**config.mk**
```make
export PLATFORM = sky130hd
export DESIGN_NAME = traffic_phase_scheduler
export DESIGN_NICKNAME = d
export VERILOG_FILES = /design/src/rtl/traffic_pkg.sv /design/src/rtl/traffic_phase_scheduler_tick_gen.sv /design/src/rtl/traffic_phase_scheduler.sv
export SDC_FILE = /design/constraint.sdc
export NUM_CORES = 1
export LEC_CHECK = 0
export CAP_MARGIN = 20
export CORE_MARGIN = 1.5
export CORE_UTILIZATION = 59
export DETAILED_ROUTE_END_ITERATION = 10
export PLACE_DENSITY_LB_ADDON = 0.05
export SLEW_MARGIN = 10
export SYNTH_ARGS = -nofsm -noshare
export SYNTH_HDL_FRONTEND = slang
export SYNTH_HIERARCHICAL = 1
export SYNTH_SLANG_ARGS = --single-unit
```
**constraint.sdc**
```tcl
create_clock -name clk -period 3.6 [get_ports clk]
set_input_delay 0.54 -clock clk [delete_from_list [all_inputs] [get_ports clk]]
set_output_delay 0.54 -clock clk [all_outputs]
set_load 0.05 [all_outputs]
```
**src/rtl/traffic_pkg.sv**
```systemverilog
// rtl/traffic_pkg.sv - shared state, grant and lamp encodings for the traffic phase scheduler
package traffic_pkg;

    typedef enum logic [3:0] {
        MAIN_GREEN  = 4'd0,
        MAIN_YELLOW = 4'd1,
        ALL_RED_GO  = 4'd2,
        SIDE_GREEN  = 4'd3,
        SIDE_YELLOW = 4'd4,
        PED_WALK    = 4'd5,
        PED_CLEAR   = 4'd6,
        ALL_RED_RET = 4'd7,
        NIGHT_FLASH = 4'd8
    } state_t;

    typedef enum logic [1:0] {
        GRANT_SIDE  = 2'd0,
        GRANT_PED   = 2'd1,
        GRANT_NIGHT = 2'd2
    } grant_t;

    // Lamp words are {red, yellow, green}
    localparam logic [2:0] RED = 3'b100;
    localparam logic [2:0] YEL = 3'b010;
    localparam logic [2:0] GRN = 3'b001;
    localparam logic [2:0] OFF = 3'b000;

    localparam int TIMER_W = 16;

endpackage

```
**src/rtl/traffic_phase_scheduler_tick_gen.sv**
```systemverilog
// rtl/traffic_phase_scheduler_tick_gen.sv - free-running prescaler producing a 1-cycle tick
module tick_gen #(
    parameter int TICK_DIV = 1_000_000
) (
    input  logic clk,
    input  logic rst,
    output logic tick
);

    localparam int CNT_W = (TICK_DIV > 1) ? $clog2(TICK_DIV) : 1;
    localparam logic [CNT_W-1:0] CNT_MAX = CNT_W'(TICK_DIV - 1);

    logic [CNT_W-1:0] cnt;

    // Count 0..TICK_DIV-1 and wrap; the tick is the last count of each period
    always_ff @(posedge clk) begin
        if (rst) begin
            cnt <= '0;
        end else if (cnt == CNT_MAX) begin
            cnt <= '0;
        end else begin
            cnt <= cnt + 1'b1;
        end
    end

    assign tick = (cnt == CNT_MAX);

endmodule

```
**src/rtl/traffic_phase_scheduler.sv**
```systemverilog
// rtl/traffic_phase_scheduler.sv - main/side/pedestrian intersection phase sequencer
module traffic_phase_scheduler
    import traffic_pkg::*;
#(
    parameter int TICK_DIV     = 1_000_000,
    parameter int T_GREEN_MIN  = 10,
    parameter int T_YELLOW     = 3,
    parameter int T_ALL_RED    = 1,
    parameter int T_SIDE_GREEN = 8,
    parameter int T_WALK       = 6
) (
    input  logic       clk,
    input  logic       rst,
    input  logic       side_req,
    input  logic       ped_req,
    input  logic       night_mode,
    output logic [2:0] main_lamp,
    output logic [2:0] side_lamp,
    output logic       ped_walk,
    output logic       ped_wait,
    output logic [3:0] state_o
);

    // Last timer value of each timed phase: the phase ends on the tick seen at this value
    localparam logic [TIMER_W-1:0] GREEN_LAST = TIMER_W'(T_GREEN_MIN - 1);
    localparam logic [TIMER_W-1:0] YEL_LAST   = TIMER_W'(T_YELLOW - 1);
    localparam logic [TIMER_W-1:0] RED_LAST   = TIMER_W'(T_ALL_RED - 1);
    localparam logic [TIMER_W-1:0] SIDE_LAST  = TIMER_W'(T_SIDE_GREEN - 1);
    localparam logic [TIMER_W-1:0] WALK_LAST  = TIMER_W'(T_WALK - 1);

    logic               tick;
    state_t             state, state_nx;
    grant_t             grant, grant_nx;
    grant_t             last_served, last_served_nx;
    logic [TIMER_W-1:0] timer, timer_nx;
    logic               flash, flash_nx;
    logic               side_pend, side_pend_nx;
    logic               ped_pend, ped_pend_nx;
    logic [2:0]         main_nx, side_nx;
    logic               walk_nx;

    tick_gen #(
        .TICK_DIV(TICK_DIV)
    ) u_tick_gen (
        .clk (clk),
        .rst (rst),
        .tick(tick)
    );

    // Next state and grant selection; timed phases advance only on a tick at their last count
    always_comb begin
        state_nx = state;
        grant_nx = grant;
        case (state)
            MAIN_GREEN: begin
                if (tick && timer == GREEN_LAST && (night_mode || side_pend || ped_pend)) begin
                    state_nx = MAIN_YELLOW;
                    if (night_mode) begin
                        grant_nx = GRANT_NIGHT;
                    end else if (side_pend && !ped_pend) begin
                        grant_nx = GRANT_SIDE;
                    end else if (!side_pend && ped_pend) begin
                        grant_nx = GRANT_PED;
                    end else begin
                        grant_nx = (last_served == GRANT_SIDE) ? GRANT_PED : GRANT_SIDE;
                    end
                end
            end
            MAIN_YELLOW: if (tick && timer == YEL_LAST) state_nx = ALL_RED_GO;
            ALL_RED_GO: begin
                if (tick && timer == RED_LAST) begin
                    case (grant)
                        GRANT_SIDE: state_nx = SIDE_GREEN;
                        GRANT_PED:  state_nx = PED_WALK;
                        default:    state_nx = NIGHT_FLASH;
                    endcase
                end
            end
            SIDE_GREEN:  if (tick && timer == SIDE_LAST) state_nx = SIDE_YELLOW;
            SIDE_YELLOW: if (tick && timer == YEL_LAST)  state_nx = ALL_RED_RET;
            PED_WALK:    if (tick && timer == WALK_LAST) state_nx = PED_CLEAR;
            PED_CLEAR:   if (tick && timer == YEL_LAST)  state_nx = ALL_RED_RET;
            ALL_RED_RET: if (tick && timer == RED_LAST)  state_nx = MAIN_GREEN;
            NIGHT_FLASH: if (tick && !night_mode)        state_nx = ALL_RED_RET;
            default:     state_nx = MAIN_GREEN;
        endcase
    end

    // Phase timer, flash bit and request latches derived from the chosen next state
    always_comb begin
        timer_nx       = timer;
        flash_nx       = flash;
        side_pend_nx   = side_pend;
        ped_pend_nx    = ped_pend;
        last_served_nx = last_served;

        if (state_nx != state) begin
            timer_nx = '0;
        end else if (tick && !(state == MAIN_GREEN && timer == GREEN_LAST)) begin
            timer_nx = timer + 1'b1;
        end

        if (state_nx != state && (state_nx == NIGHT_FLASH || state_nx == PED_CLEAR)) begin
            flash_nx = 1'b0;
        end else if (tick && (state == NIGHT_FLASH || state == PED_CLEAR)) begin
            flash_nx = ~flash;
        end

        // Requests are ignored while flashing; service entry clears the latch even if still pressed
        if (state != NIGHT_FLASH) begin
            side_pend_nx = side_pend | side_req;
            ped_pend_nx  = ped_pend | ped_req;
        end
        if (state_nx == SIDE_GREEN && state != SIDE_GREEN) begin
            side_pend_nx   = 1'b0;
            last_served_nx = GRANT_SIDE;
        end
        if (state_nx == PED_WALK && state != PED_WALK) begin
            ped_pend_nx    = 1'b0;
            last_served_nx = GRANT_PED;
        end
    end

    // Lamp decode of the next state so the registered lamps track the registered state exactly
    always_comb begin
        main_nx = RED;
        side_nx = RED;
        walk_nx = 1'b0;
        case (state_nx)
            MAIN_GREEN:  main_nx = GRN;
            MAIN_YELLOW: main_nx = YEL;
            SIDE_GREEN:  side_nx = GRN;
            SIDE_YELLOW: side_nx = YEL;
            PED_WALK:    walk_nx = 1'b1;
            PED_CLEAR:   walk_nx = flash_nx;
            NIGHT_FLASH: begin
                main_nx = flash_nx ? YEL : OFF;
                side_nx = flash_nx ? YEL : OFF;
            end
            default: begin
                main_nx = RED;
                side_nx = RED;
            end
        endcase
    end

    // Controller registers; reset drops straight back to main green without clearance phases
    always_ff @(posedge clk) begin
        if (rst) begin
            state       <= MAIN_GREEN;
            grant       <= GRANT_SIDE;
            last_served <= GRANT_PED;
            timer       <= '0;
            flash       <= 1'b0;
            side_pend   <= 1'b0;
            ped_pend    <= 1'b0;
            main_lamp   <= GRN;
            side_lamp   <= RED;
            ped_walk    <= 1'b0;
        end else begin
            state       <= state_nx;
            grant       <= grant_nx;
            last_served <= last_served_nx;
            timer       <= timer_nx;
            flash       <= flash_nx;
            side_pend   <= side_pend_nx;
            ped_pend    <= ped_pend_nx;
            main_lamp   <= main_nx;
            side_lamp   <= side_nx;
            ped_walk    <= walk_nx;
        end
    end

    assign ped_wait = ped_pend;
    assign state_o  = state;

endmodule

```
==> results.toml <==
[floorplan]
die_x_um = 72.6
row_count = 25
dieArea_um2 = 5270
core_um2 = 4690
die_h_um = 72.6
initial_core_util_pct = 60.9
io_pins = 17

[power_and_ir_drop]
power.switching_uw = 216
comb_power_share_pct = 3.2
netSwitchingFraction_pct = 19.7
p_leak_uw = 0.00109
clkPwrFrac_pct = 42.6
p_int_uw = 882
p_per_area_nw_per_um2 = 338
pwr-share-seq_pct = 54.2
power_uw = 1100
ir_drop_v = 0.000208

[routing]
vias = 2442
totalWireLength_um = 5880
antenna_left = 0
drtPass1Iterations = 4
wl_per_cell_um = 14.3
drc = 0
drtIter0Drc = 208
viasPerCell = 5.96

[final_layout]
fill_cells = 370
multi_input_area_um2 = 1680
layout_commonest_cell = "dfxtp_1"
antenna_cells = 0
drive_gt1_share_pct = 11.0
instances_no_fill = 410
layout_common_cells = "dfxtp_1 (53), nor2_1 (46), nand3_1 (25)"
area_growth_pct = 13.5
seq_area_um2 = 1060
fin_nets = 365
final_util_pct = 69.1

[placement]
placed_cells = 399
io_buffers = 16
place_hpwl_um = 4400
place_congestion = 0.950

[job]
drv_cap = 0

[synthesis]
synthCells = 335
async_reset_ff_share_pct = 0
ys_top_cells_by_area = "dfxtp_1 (37%), xnor2_1 (6.4%), nor2_1 (6.0%), nand3_1 (4.4%), nand4_1 (3.1%)"
synth_cell_types = 61
ys.flop_type = "dfxtp_1"
yosysTopAreaCell = "dfxtp_1"
syn-num-nets = 345
syn_area_per_cell_um2 = 8.53
yosysSeqAreaShare_pct = 37.1
ys_ff_latch = 53
synth_top_area_share_pct = 37.1
synth_edf_count = 0
yosysWarnings = 6
syn-cell-area_um2 = 2860

[cts]
clk_pin_slew_ps = 90
cts_buffers = 5
clkLatencyLatePin_ps = 300
cts_tree = "done"
htree_levels = 2
cts_root_buffer = "clkbuf_8"
clockBufferDepth = 2
cts.sinks = 53

[critical_path]
critPathMaxFanout = 10
critPathKind = "reg -> reg"
arrival_ps = 3570
crit_required_ps = 3840
crit_path_start_kind = "flip-flop"
cpMaxStageDelayCell = "or4b_4"
crit_path_end_kind = "flip-flop"
path_cells = "nand3_1, or4b_4, nor3_1, buf_4, nand2b_1, nor4_4, o21bai_1, a211oi_2, mux2i_1, o2111ai_4, buf_12, nor2_1"
cp.buffers_inverters = 2
cp_slowest_stage_delay_ps = 550
critPathTopFamily = "simple AND/OR/NAND/NOR gates"

[hold_path]
hold_class = "reg -> reg"

[sta]
fin_crit_sh_pct = 92.3
rsz0062_at_grt = "false"
setup_tns_ps = 0
max_freq_mhz = 301
finalClockSkew_ps = 3.62
worst_pin_slew_ps = 777
hold_violations = 0
setup_viol = 0
period_needed_ps = 3320
holdWs_ps = 479
slew_headroom_pct = 48.2
drv_slew = 0

[global_routing]
grt_max_degree = 20
grt_pass1_wl_um = 9780
antenna_found_initial = 0
grt_pass1_vias = 2174
grt_overflow = 0
grtUsageTotal_pct = 23.4

[status]
status = "finished clean"
## cell families after synthesis
| group | Yosys count | share of synthesized area [%] |
|---|---|---|
| AND/OR/NAND/NOR | 173 | 34.2 |
| adder cells (fa/ha/maj) | 5 | 2.19 |
| buffers and inverters | 28 | 4.38 |
| multiplexers | 1 | 0.350 |
| XOR/XNOR | 31 | 9.50 |
| flip-flops | 53 | 37.1 |
| AO/OA/AOI/OAI | 44 | 12.3 |
## Yosys cell counts (3+ instances only)
cell type  count
nand4_1       14
nand2_1       17
xnor2_1       21
a31o_2         3
dfxtp_1       53
o21ai_0        8
nor3_1        15
nand3_1       25
and3_1         7
ha_1           5
nor4_1        12
xor2_1        10
nor2_1        46
and4_1         3
inv_1         15
nand2b_1       4
or4_1          4
clkbuf_1       7
nor2b_1        4
buf_2          3
a21oi_1        9
## power by group through the flow
stage          registers [µW]  logic (µW)  clock network (µW)
4_1_cts                   595        30.9                 480
5_1_grt                   596        38.1                 502
3_5_place_dp              609        30.8                   0
2_1_floorplan             611        19.0                   0
3_3_place_gp              608        30.3                   0
6_report                  595        35.0                 468
## timing repair
action                     4_1_cts  5_1_grt
buffers inserted                 0        3
gates resized for setup          0        2
setup endpoints to repair        0       17
hold buffers                     0        0
## routing by layer
metal / up-vias / share of wire, % / wire length [µm] / GRT usage (%)
met4: 0 / 1.5 / 90 / 7.55
met2: 44 / 49 / 2860 / 40.1
li1: 1257 / - / - / -
met3: 9 / 3.8 / 226 / 4.14
met5: - / 0 / 0 / 0
met1: 1132 / 46 / 2700 / 29.8
## cell type report
cell class,instances,area share [%]
clock inverters,3,2.01
inverters,15,1.74
multi-input cells,254,51.7
clock buffers,5,2.12
well taps,54,2.08
repair buffers,26,7.64
flip-flops and latches,53,32.7
## sequential cells by signal, summed over array words and instances (netlist names)
| signal | cells |
|---|---|
| last_served | 1 |
| state_o | 4 |
| grant | 2 |
| main_lamp | 3 |
| flash | 1 |
| side_lamp | 3 |
| ped_wait | 1 |
| u_tick_gen/cnt | 20 |
| timer | 16 |
| side_pend | 1 |
| ped_walk | 1 |
## per-stage QoR
| step | worst slack (ps) | instance area, µm² |
|---|---|---|
| 3_5_place_dp | 134 | 3070 |
| 4_1_cts | 88.7 | 3200 |
| 3_3_place_gp | 235 | 3070 |
| 5_1_grt | 34.7 | 3240 |
| 6_report | 276 | 3240 |
| 2_1_floorplan | 469 | 2860 |
## path summary, 6_finish.rpt
kind / start / endpoint / slack (ps) / cells past startpoint
min: u_tick_gen/cnt[0]$_SDFF_PP0_ / u_tick_gen/cnt[0]$_SDFF_PP0_ / 480 / 1
max reg2reg: u_tick_gen/cnt[17]$_SDFF_PP0_ / timer[4]$_SDFFE_PP0P_ / 280 / 12
min reg2reg: u_tick_gen/cnt[0]$_SDFF_PP0_ / u_tick_gen/cnt[0]$_SDFF_PP0_ / 480 / 1
max: u_tick_gen/cnt[17]$_SDFF_PP0_ / timer[4]$_SDFFE_PP0P_ / 280 / 12
(Power assumes the default switching activity.)
